**src/rtl/ddr_gearbox_serializer.sv**
```systemverilog
// ddr_gearbox_serializer
//
// Multi-channel DDR serializer in the serial clock domain. One parallel word
// per channel is accepted through a valid/ready handshake into a one-deep
// holding register. It is then transmitted two bits per serial clock: one bit
// for the rising-edge half and one for the falling-edge half of the pad ODDR.
// All channels share one beat counter and move in lock-step. When a word
// boundary finds the holding register empty, IDLE_WORD is sent on every
// channel and a sticky underflow flag is raised.
//
// Ports:
//   i_serclk         serial clock, all logic on its rising edge
//   i_rst            asynchronous reset, active-high
//   i_data           NUM_CH words, channel c at [c*DATA_W +: DATA_W]
//   i_valid          i_data is valid
//   o_ready          i_data is accepted this cycle (registers only)
//   i_clr_underflow  synchronous clear of o_underflow
//   o_ser_re         rising-edge bit per channel, registered
//   o_ser_fe         falling-edge bit per channel, registered
//   o_frame          high while beat 0 of a word is on the pins
//   o_underflow      sticky: a word boundary found the hold register empty
module ddr_gearbox_serializer #(
    parameter int                DATA_W    = 10,
    parameter int                NUM_CH    = 3,
    parameter bit                MSB_FIRST = 1'b0,
    parameter logic [DATA_W-1:0] IDLE_WORD = 10'b1101010100
) (
    input  logic                     i_serclk,
    input  logic                     i_rst,
    input  logic [NUM_CH*DATA_W-1:0] i_data,
    input  logic                     i_valid,
    output logic                     o_ready,
    input  logic                     i_clr_underflow,
    output logic [NUM_CH-1:0]        o_ser_re,
    output logic [NUM_CH-1:0]        o_ser_fe,
    output logic                     o_frame,
    output logic                     o_underflow
);

    localparam int               BEATS     = DATA_W / 2;
    localparam int               CNT_W     = (BEATS > 1) ? $clog2(BEATS) : 1;
    localparam int               WORDS_W   = NUM_CH * DATA_W;
    localparam logic [CNT_W-1:0] LAST_BEAT = CNT_W'(BEATS - 1);

    if (((DATA_W % 2) != 0) || (DATA_W < 4)) begin : g_bad_data_w
        $error("ddr_gearbox_serializer: DATA_W must be even and >= 4");
    end

    logic [CNT_W-1:0]   cnt_q, cnt_d;
    logic               hold_valid_q, hold_valid_d;
    logic [WORDS_W-1:0] hold_q, hold_d;
    logic [WORDS_W-1:0] shift_q, shift_d;
    logic [NUM_CH-1:0]  ser_re_q, ser_re_d;
    logic [NUM_CH-1:0]  ser_fe_q, ser_fe_d;
    logic               frame_q, frame_d;
    logic               underflow_q, underflow_d;

    logic load;
    logic xfer;

    // The load cycle is the last beat of the current word.
    assign load    = (cnt_q == LAST_BEAT);
    // The hold slot frees up on the load cycle, so a new word can be taken
    // in the same cycle the held one moves into the shift register.
    assign o_ready = ~hold_valid_q | load;
    assign xfer    = i_valid & o_ready;

    always_comb begin : p_next_state
        // NOTE: every signal written here gets a default first, so no path
        // leaves it unassigned and no latch is inferred.
        cnt_d        = load ? '0 : cnt_q + 1'b1;
        hold_d       = hold_q;
        hold_valid_d = hold_valid_q;
        shift_d      = shift_q;
        underflow_d  = underflow_q;
        frame_d      = (cnt_q == '0);

        if (i_clr_underflow) begin
            underflow_d = 1'b0;
        end

        if (xfer) begin
            hold_d = i_data;
        end

        if (load) begin
            if (hold_valid_q) begin
                shift_d = hold_q;
            end else begin
                // An empty slot at a boundary sends idle. A word arriving in
                // this same cycle only fills hold and waits for the next
                // boundary. The set overrides any clear in this cycle.
                shift_d     = {NUM_CH{IDLE_WORD}};
                underflow_d = 1'b1;
            end
            hold_valid_d = xfer;
        end else if (xfer) begin
            hold_valid_d = 1'b1;
        end
    end

    // Beat k of each channel's shift word is selected by the counter value;
    // the loop unrolls to constant bit indices.
    always_comb begin : p_beat_select
        ser_re_d = '0;
        ser_fe_d = '0;
        for (int c = 0; c < NUM_CH; c++) begin
            for (int b = 0; b < BEATS; b++) begin
                if (cnt_q == CNT_W'(b)) begin
                    if (MSB_FIRST) begin
                        ser_re_d[c] = shift_q[c*DATA_W + DATA_W - 1 - 2*b];
                        ser_fe_d[c] = shift_q[c*DATA_W + DATA_W - 2 - 2*b];
                    end else begin
                        ser_re_d[c] = shift_q[c*DATA_W + 2*b];
                        ser_fe_d[c] = shift_q[c*DATA_W + 2*b + 1];
                    end
                end
            end
        end
    end

    // NOTE: state registers use non-blocking assignments so every flop
    // samples the pre-edge value of the others.
    always_ff @(posedge i_serclk or posedge i_rst) begin : p_state_regs
        if (i_rst) begin
            cnt_q        <= '0;
            hold_valid_q <= 1'b0;
            shift_q      <= '0;
            ser_re_q     <= '0;
            ser_fe_q     <= '0;
            frame_q      <= 1'b0;
            underflow_q  <= 1'b0;
        end else begin
            cnt_q        <= cnt_d;
            hold_valid_q <= hold_valid_d;
            shift_q      <= shift_d;
            ser_re_q     <= ser_re_d;
            ser_fe_q     <= ser_fe_d;
            frame_q      <= frame_d;
            underflow_q  <= underflow_d;
        end
    end

    // NOTE: the hold data carries no reset; it is only ever consumed when
    // hold_valid_q is set, and hold_valid_q is reset.
    always_ff @(posedge i_serclk) begin : p_hold_data
        hold_q <= hold_d;
    end

    assign o_ser_re    = ser_re_q;
    assign o_ser_fe    = ser_fe_q;
    assign o_frame     = frame_q;
    assign o_underflow = underflow_q;

endmodule

```
**config.mk**
```make
export PLATFORM = sky130hd
export DESIGN_NAME = ddr_gearbox_serializer
export DESIGN_NICKNAME = d
export VERILOG_FILES = /design/src/rtl/ddr_gearbox_serializer.sv
export SDC_FILE = /design/constraint.sdc
export NUM_CORES = 1
export LEC_CHECK = 0
export CAP_MARGIN = 25
export CORE_MARGIN = 4
export CORE_UTILIZATION = 53
export CTS_CLUSTER_DIAMETER = 80
export DETAILED_ROUTE_END_ITERATION = 10
export GPL_TIMING_DRIVEN = 0
export HOLD_SLACK_MARGIN = 0.15
export PLACE_DENSITY = 0.79
export REMOVE_ABC_BUFFERS = 1
export SYNTH_ARGS = -nofsm -noshare
export SYNTH_HDL_FRONTEND = slang
export SYNTH_SLANG_ARGS = --single-unit
```
**constraint.sdc**
```tcl
create_clock -name i_serclk -period 2.35 [get_ports i_serclk]
set_input_delay 0.235 -clock i_serclk [delete_from_list [all_inputs] [get_ports i_serclk]]
set_output_delay 0.235 -clock i_serclk [all_outputs]
set_load 0.005 [all_outputs]
```
==> results list, run 1 <==
* Total routing resource utilization after global routing: 17.0%
- The die covers 0.00646 mm².
- GR Overflow Total: 0
- For this run, the share of the core covered by cells in the final layout is 68.5%.
* Post-Synthesis Cells: 231
* Post-synth design cell area: 0.00278 mm²
* Number of CTS-inserted buffers: 9
- After detailed routing, the average wire length per cell comes to 13.9 µm.
- Drt first pass iters: 4
- Number of buffers on the longest clock path: 2
* Starting DRT DRC Count: 134
- Clock-pin slew was measured on the worst setup and hold paths at 0.07 ns.
* Sort of element at the end of the critical path: output port
- The initial antenna violation count was 0.
* Class of the worst hold path: in -> async
- Final Setup Violations: 0
- After the last flow step, the layout net total stands at 310.
- Ys Warns: 0
* Tightest hold margin: 0.388 ns
- Type of the worst setup path: reg -> out
* Diode insertion count for antenna repair: 0
* Via total after detailed routing: 1,802
- For this design the ratio of total power to cell area is 726 mW/mm².
- Final Hold Fails: 0
* Final critical delay including setup and external delays: 2.20 ns
- At the later pin of the worst-skew pair, clock insertion delay measures 0.34 ns.
- On the final layout, the worst clock skew is 0.00492 ns.
- Die boundary width: 80.4 µm
- Timing would allow up to 455 MHz.
- Max-capacitance violation count: 0
- In the routed layout, each cell is associated on average with a via count of 5.21.
- Flip-flop and latch count after synthesis: 72
- Across the whole layout, storage elements account for 0.00195 mm².
- The via count of the first global-routing pass was 1,836.
- Relative to the synthesized area, the layout overhead comes to 26.0%.
- In this run the clock root is driven by a clkbuf_8.
* DRC violation count after routing: 0
- Part of the cycle the worst path needs: 93.5%
- Headroom to the max-slew limit came out at 43.8%.
* Maximum number of pins on one net before global-route repair: 52
- RD Place Congestion: 0.782
* Global-route wire length before repair: 8050 µm
* Required time of the critical path: 2.12 ns
* Worst-path maximum fanout: 25
- Maximum VDD drop: 0.000478 V
- The floorplan has 26 rows.
* Status: completed
- The clock drives 72 sinks.
* Reg2Reg Depth: 6
- Arrival time of the worst setup path: 1.96 ns
* Starting density of the core: 54.4%
- In this run the remaining antenna-violating nets after routing total 0.
* Startpoint class of the critical path: flop
- 43 I/O pins were placed.
* Mean Syn Cell Area: 12.0 µm²
- At the pin with the least slew margin, the transition time is 0.842 ns.
* Die span in y: 80.4 µm
* Footprint of the multi-input gates: 697 µm²
* Leakage component of the power: 0.00153 µW
- Fill cell count: 385
* Number of port buffers: 42
- RSZ-0062 raised after global routing: no
- Fraction of the yosys area taken by sequential cells: 70.3%
- Placeable core region: 0.00511 mm²
* Count of unique library cells instantiated by Yosys: 26
- Summed over all nets, the half-perimeter wirelength after detailed placement is 3040 µm.
* H-tree Lvls: 3
- TritonCTS built the clock tree.
- The max-slew violation count came to 0.
- For this block, the routed nets add up to 4820 µm of wire.
- In the final layout, the share of cells above drive strength 1 is 7.97%.
layout make-up:
type	count	share of cell area, %
clock inverter	2	1.72
multi-input combinational	123	19.9
inverter	22	2.36
tap	70	2.50
sequential	72	55.8
clock buffer	14	4.93
timing repair buffer	43	12.8
routing by layer:
metal | share of wire [%] | track usage (%)
met1 | 40 | 18.7
met2 | 52 | 28.1
met3 | 5.1 | 6.17
met4 | 2.9 | 10.1
met5 | 0 | 0
where the power goes:
part / switching (µW) / total (µW) / internal [µW]
logic: 37.8 / 100 / 62.7
registers: 8.91 / 1340 / 1330
clock network: 414 / 1100 / 686
through the flow:
stage,instance area [µm²],total power [µW],setup slack [ns],instances,TNS [ns]
3_3_place_gp,3210,1460,-0.690,329,-20.67
6_report,3500,2540,0.152,346,0
4_1_cts,3480,2570,0.0519,346,0
3_5_place_dp,3240,1470,-0.481,330,-12.29
2_1_floorplan,2700,1400,-0.119,217,-3.58
5_1_grt,3500,2650,0.0200,346,0
state kept, by name, summed over array words and instances (netlist names):
register,count
o_ser_re,3
shift_q,30
o_underflow,1
o_frame,1
hold_q,30
hold_valid_q,1
cnt_q,3
o_ser_fe,3
worst paths after layout:
kind / end / slack (ns) / from
min in group i_serclk: hold_q[5] / 0.45 / i_data[5]
worst min-delay path: o_ser_fe[1] / 0.39 / i_rst
max in group asynchronous: hold_valid_q / 1.38 / i_rst
worst min register to register: shift_q[7] / 0.46 / shift_q[7]
worst max-delay path: o_ready / 0.15 / cnt_q[0]
worst max register to register: hold_q[14] / 0.36 / cnt_q[0]
layout by cell type, fill, tap and decap left out, drive strengths merged, types with 4 or more instances in the layout:
cell type      count
a21oi             10
a221o              4
a31oi             13
and3               4
clkbuf            14
clkdlybuf4s50     42
dfrtp             42
edfxtp            30
ha                 5
inv               22
nand2             34
nand3             17
nor2              15
nor2b              4
o21ai              6
kinds of logic (layout without fill, tap and decap cells):
kind of cell               Yosys count  after routing  synth area share (%)
DFF                                 72             72                  70.3
adders and majority gates            5              5                  2.25
and+or+nand+nor                     80             80                  13.0
buffers and inverters               36             81                  5.72
AOI/OAI and AO/OA                   38             38                  8.74
synthesized netlist by cell type, drive strengths merged:
master   n  area [µm²]
ha       5        62.6
a21oi   10        50.1
dfrtp   42        1050
or2      1        6.26
o21ai    6        30.0
nand2b   1        6.26
edfxtp  30         901
a221o    4        40.0
and3     4        25.0
nand2   34         128
nand3   17        85.1
o311ai   2        17.5
nor2b    4        25.0
clkbuf   6        22.5
a31oi   13        81.3
nor2    15        56.3
inv     22        82.6
nor3b    2        15.0
o22ai    1        6.26
and2     2        15.0
a221oi   2        17.5
buf      8        53.8
critical path, cell delays in order, from the launching register on:
cell,delay [ns]
dfrtp_1,0.42
inv_1,0.14
ha_4,0.23
nand2_8,0.13
nand2_1,0.15
clkdlybuf4s50_1,0.54
timing repair:
item                                    in CTS  in global routing
endpoints found under the setup margin      31                  1
resized for setup                            5                  2
hold buffers                                 0                  0
pin swaps                                    0                  0
buffers inserted                             0                  0
Note: power is estimated with default switching activity, not from simulation.
==> inputs of run 2 (changes only) <==
- SKIP_CTS_REPAIR_TIMING: not set -> 1
==> results list, run 2 (synthesized netlist as in run 1, its figures left out) <==
- The cell area after placement came to 0.00324 mm² (unchanged).
* Maximum VDD drop: 0.000478 V (about the same)
- STA classifies the critical path startpoint as a flop.
- The ratio of cells with drive above 1 in the final layout came to 7.97% (unchanged).
* RSZ-0062 raised after global routing: no
- Fill cell count: 388 (+0.78%)
- Power consumption: 2550 µW (+0.30%)
- CTS Root Buffer Type: clkbuf_8
- The final-report hold violation count was 0 (unchanged).
* Longest individual stage delay on the worst path: 0.54 ns (about the same)
* Die footprint: 0.00646 mm² (unchanged)
- The highest attainable clock frequency is 453 MHz (-0.49%).
- Worst-Skew Late Latency: 0.34 ns (about the same)
- The maximum root-to-sink buffer count was 2 (unchanged).
- The fraction of power spent switching nets was 18.4% (+0.25 points).
* GR Overflow Total: 0 (unchanged)
- The portion of total power attributed to sequential cells was 52.6% (-0.2 points).
* RR Startpoint: cnt_q[0]
- Actual slew at the worst max-slew pin: 0.836 ns (-0.00545 ns)
- The first-pass GRT wire length was 7970 µm (-0.94%).
- The met2 usage came to 27.6% (-0.58 points).
- Cells traversed along the worst timing path: inv_1, ha_4, nand2_8, nand2_1, clkdlybuf4s50_1
* Antenna-violating nets left: 0 (unchanged)
- The library cell used most frequently in the layout, excluding fill and tap cells, is clkdlybuf4s50_1.
* Reg-to-reg setup timing slack: 0.36 ns (about the same)
* Switching power: 468 µW (+1.7%)
* Routed wirelength normalized by instance count: 14.0 µm (+0.46%)
* RD Place Congestion: 0.782 (unchanged)
* Reg2Reg Depth: 6 (unchanged)
- Type of the worst setup path: reg -> out
- Starting DRT DRC Count: 115 (-14%)
- Number of port buffers: 42 (unchanged)
* Footprint of the multi-input gates: 697 µm² (unchanged)
* Cell area after layout: 0.00350 mm² (unchanged)
- DRC violation count after routing: 0 (unchanged)
- The overall fraction of global-route tracks in use was 16.9% (-0.17 points).
- The TritonCTS sink count came to 72 (unchanged).
* H-tree Lvls: 3 (unchanged)
* Final Setup Violations: 0 (unchanged)
- The overall die height was 80.4 µm (unchanged).
- The worst register-to-register path ends at hold_q[28].
- Maximum clock skew at final layout: 0.00485 ns (-0.0000653 ns)
- The final period utilization came to 94.0% (+0.46 points).
- The combinational power share is 3.9% (about the same).
- Register area: 0.00195 mm² (unchanged)
- Leakage component of the power: 0.00153 µW (unchanged)
- The total half-perimeter wirelength after legalization and detailed placement was 3040 µm (unchanged).
* Drt first pass iters: 4 (unchanged)
- Number of CTS-inserted buffers: 9 (unchanged)
* Maximum number of pins on one net before global-route repair: 52 (unchanged)
- Grouping stages by cell kind, the critical path spends the most delay in buffers and inverters.
- The via count of the first global-routing pass was 1,822 (-0.76%).
* Internal portion of total power: 2080 µW (about the same)
- Max-slew violation count: 0 (unchanged)
- The min-delay analysis places its worst path in the category in -> async.
- The x dimension of the die came to 80.4 µm (unchanged).
* Clock-pin slew on the worst setup and hold paths: 0.07 ns (about the same)
- The floorplan core area is 0.00511 mm² (unchanged).
* Initial antenna violation count: 0 (unchanged)
- Via-to-Cell Ratio: 5.17 (-0.72%)
* Most frequent cells in the layout: 42 x clkdlybuf4s50_1, 41 x dfrtp_1, 33 x nand2_1
* Diode insertion count for antenna repair: 0 (unchanged)
* Arrival time of the worst setup path: 1.97 ns (about the same)
* Starting density of the core: 54.4% (unchanged)
- The required time of the critical path came to 2.12 ns (about the same).
- Setup Total Neg Slack: 0 ns (unchanged)
* # rows: 26 (unchanged)
* Growth of design area from synthesis to finish: 26.0% (unchanged)
- The worst hold-check slack is 0.380 ns (-0.00802 ns).
* Max-slew headroom at the worst pin: 44.2% (+0.36 points)
* Layer carrying the most global-route usage: met2
- STA classifies the critical path endpoint as an output port.
- The fraction of met1 tracks used by global routing is 18.8% (+0.075 points).
- Worst-path maximum fanout: 25 (unchanged)
* Drt total wl: 4840 µm (+0.46%)
- The number of nets in the layout was 310 (unchanged).
- Met3 GRT Util: 6.17% (unchanged)
* TritonCTS clock tree: built
* Top Registers: hold_q: 30 flops, shift_q: 30 flops
* Via total after detailed routing: 1,789 (-0.72%)
- Max-capacitance violation count: 0 (unchanged)
- The flow ran to the end, and the final reports show no timing, DRC or antenna violations.
- Power density cells: 729 mW/mm² (+0.30%)
* Cell with the largest stage delay on the worst path: clkdlybuf4s50_1
* Worst Path Buf+Inv: 2 (unchanged)
- The count of boundary I/O pins was 43 (unchanged).
- Final critical delay including setup and external delays: 2.21 ns (+0.0108 ns)
- The part of the power in the clock network came to 43.4% (+0.2 points).
[run 2: cell counts in the layout (fill, tap and decap cells not counted)]
No cell type changed its count.
[run 2: through the flow]
stage               worst slack [ns]  instances  utilization, %
global placement              -0.690        329            62.8
CTS                           -0.493        346            67.9
finish                         0.142        346            68.5
floorplan                     -0.119        217               -
detailed placement            -0.481        330            63.4
global route                  0.0368        346            68.5
[run 2: power by group through the flow]
| stage | logic, µW | registers (µW) | clock network (µW) |
|---|---|---|---|
| 2_1_floorplan | 29.5 | 1370 | 0 |
| 3_3_place_gp | 94.2 | 1370 | 0 |
| 3_5_place_dp | 102 | 1370 | 0 |
| 4_1_cts | 103 | 1340 | 1130 |
| 5_1_grt | 111 | 1340 | 1200 |
| 6_report | 100 | 1340 | 1110 |
[run 2: cell type report]
cell class                      count  share of cell area (%)
Sequential cell                    72                    55.8
Clock buffer                       14                    4.93
Inverter                           22                    2.36
Clock inverter                      2                    1.72
Timing Repair Buffer               43                    12.8
Tap cell                           70                    2.50
Multi-Input combinational cell    123                    19.9
[run 2: worst max-delay path by stage]
stage / from / to / depth (start not counted)
global route: cnt_q[0] / o_ready / 5
detailed placement: cnt_q[0] / hold_q[5] / 6
global placement: cnt_q[0] / hold_q[15] / 5
CTS: cnt_q[0] / hold_q[28] / 6
finish: cnt_q[0] / o_ready / 5
floorplan: cnt_q[0] / hold_q[0] / 5
[run 2: worst register-to-register path: cells and delay by family (launching register included)]
| family | cells | cell delay (ns) |
|---|---|---|
| adder cells (fa/ha/maj) | 1 | 0.23 |
| flip-flops | 1 | 0.42 |
| AND/OR/NAND/NOR | 3 | 0.71 |
| buffers and inverters | 2 | 0.35 |
[run 2: layer usage]
layer,wire [µm],vias up
li1,-,870
met1,1980,867
met2,2520,39
met5,0,-
met3,203,13
met4,140,0
==> patch: new RTL, flow settings as in run 2 <==
Change the parameter `NUM_CH` from 3 to 2.
--- a/src/rtl/ddr_gearbox_serializer.sv
+++ b/src/rtl/ddr_gearbox_serializer.sv
@@ -21,7 +21,7 @@
 //   o_underflow      sticky: a word boundary found the hold register empty
 module ddr_gearbox_serializer #(
     parameter int                DATA_W    = 10,
-    parameter int                NUM_CH    = 3,
+    parameter int                NUM_CH    = 2,
     parameter bit                MSB_FIRST = 1'b0,
     parameter logic [DATA_W-1:0] IDLE_WORD = 10'b1101010100
 ) (
Ports: changed (resized i_data, o_ser_fe and o_ser_re); port bits go from 43 to 31. No check against the original RTL was run, so the function may have changed too.
==> patch against run 2 <==
Total power is 41% lower. Routed wire length shrank 33%. Core utilization decreased by 0.40 points. Largest power group unchanged. Die area is 26% lower. Cell area fell by 32%. Sequential cell count decreased by 22. Worst setup slack improved by 0.021 ns. Area after synthesis shrank 29%. Sequential power decreased by 31%.
==> patch: results (changes against run 2) <==
** Global route
- The initial antenna violation count was 0 (unchanged).
- The combined global-route utilization of all metal layers came to 17.1% (was 16.9%).
- First-pass GRT wire length :: 5620 um (was 7970 um)
- Largest net degree at the start of global routing :: 37 (was 52)
- The number of global-route vias before repair was 1286 (was 1822).

** Clock network
- The CTS H-tree depth was 2 (was 3).
- The insertion delay of the later-clocked pin in the worst-skew pair came to 0.30 ns (was 0.34 ns).
- The number of buffers created by CTS came to 5 (was 9).
- Clock transition time at the flip-flop clock pins of the worst setup and hold paths :: 0.08 ns

** Placed design
- The half-perimeter wire length of the detailed placement result was 2330 um (was 3040 um).
- Buffers on Ports :: 30 (was 42)
- Worst setup slack before clock tree synthesis :: -0.105 ns (was -0.481 ns)
- Total placed cells including tap cells :: 228 (was 330)
- The final weighted congestion of routability-driven global placement is 0.794 (was 0.782).

** Pwr
- The peak supply drop came to 0.000453 V (was 0.000478 V).
- The power density of the placed cells was 632 mW/mm^2 (was 729 mW/mm^2).
- Combinational Power Share :: 4.6% (was 3.9%)
- Sequential power :: 0.929 mW (was 1.34 mW)
- Static Leakage :: 1.04 nW (was 1.53 nW)

** Synth
- Top area cells in the synthesized netlist :: sky130_fd_sc_hd__dfrtp_1 38%, sky130_fd_sc_hd__edfxtp_1 30%, sky130_fd_sc_hd__nand2_1 5.0% (was sky130_fd_sc_hd__dfrtp_1 38%, sky130_fd_sc_hd__edfxtp_1 32%, sky130_fd_sc_hd__nand2_1 4.6%)
- The share of async-settable or async-resettable flops after synthesis is 60.0% (was 58.3%).
- The number of enable flip-flop cells after synthesis is 20 (was 30).
- The adder and majority gate portion of the synthesized area is 3.17% (was 2.25%).
- Seq/Total Area, Yosys :: 68.6% (was 70.3%)
- Yosys cell types :: 23 (was 26)
- The most frequently used flop master after synthesis is sky130_fd_sc_hd__dfrtp_1 (unchanged).
- Syn_area_per_cell :: 12.5 um^2 (was 12.0 um^2)
- Top post-synthesis cells by count :: 30 x sky130_fd_sc_hd__dfrtp_1, 26 x sky130_fd_sc_hd__nand2_1, 20 x sky130_fd_sc_hd__edfxtp_1 (was 42 x sky130_fd_sc_hd__dfrtp_1, 34 x sky130_fd_sc_hd__nand2_1, 30 x sky130_fd_sc_hd__edfxtp_1)

** Final layout
- The fraction of layout instances using a drive strength above 1 came to 6.32% (was 7.97%).
- The number of nets in the layout is 218 (was 310).

** Critical path
- The stage delay of the slowest cell on the critical path was 0.52 ns (was 0.54 ns).
- Crit-path max FO :: 16 (was 25)

** Detailed routing
- Routed Wire Length :: 3250 um (was 4840 um)
- The average via count per standard cell is 5.28 (was 5.17).
- Iter 0 DRT Violations :: 79 (was 115)
- WL per Instance :: 13.8 um (was 14.0 um)

** Outcome
- Result of the run :: complete, no violations (unchanged)

** Timing
- The worst clock skew is 0.00605 ns (was 0.00485 ns).
- The worst slew margin relative to its limit was 54.3% (was 44.2%).
-- patch: final cells by class --
class / count / area [um^2]
Fill cell: 269 / 1100
Tap cell: 46 / 57.6
Clock inverter: 1 / 5.00
Sequential cell: 50 / 1350
Clock buffer: 7 / 86.3
Timing Repair Buffer: 31 / 315
Inverter: 15 / 56.3
Multi-Input combinational cell: 86 / 492
-- patch: final timing paths --
path,endpoint,slack [ns],start,depth (start not counted)
max in group asynchronous,shift_q[13],1.51,i_rst,3
setup reg to reg,hold_q[1],0.38,cnt_q[0],5
hold / removal,shift_q[8],0.31,i_rst,2
setup / recovery,o_ready,0.16,cnt_q[0],5
hold reg to reg,shift_q[13],0.47,shift_q[13],2
min in group i_serclk,shift_q[13],0.47,shift_q[13],2
-- patch: metal layers --
metal  vias up  global-route usage [%]  routed length [um]
li1        599                       -                   -
met4         0                    10.5                  82
met1       608                    18.8                1280
met5         -                       0                   0
met2        32                    29.2                1710
met3         7                    5.02                 176
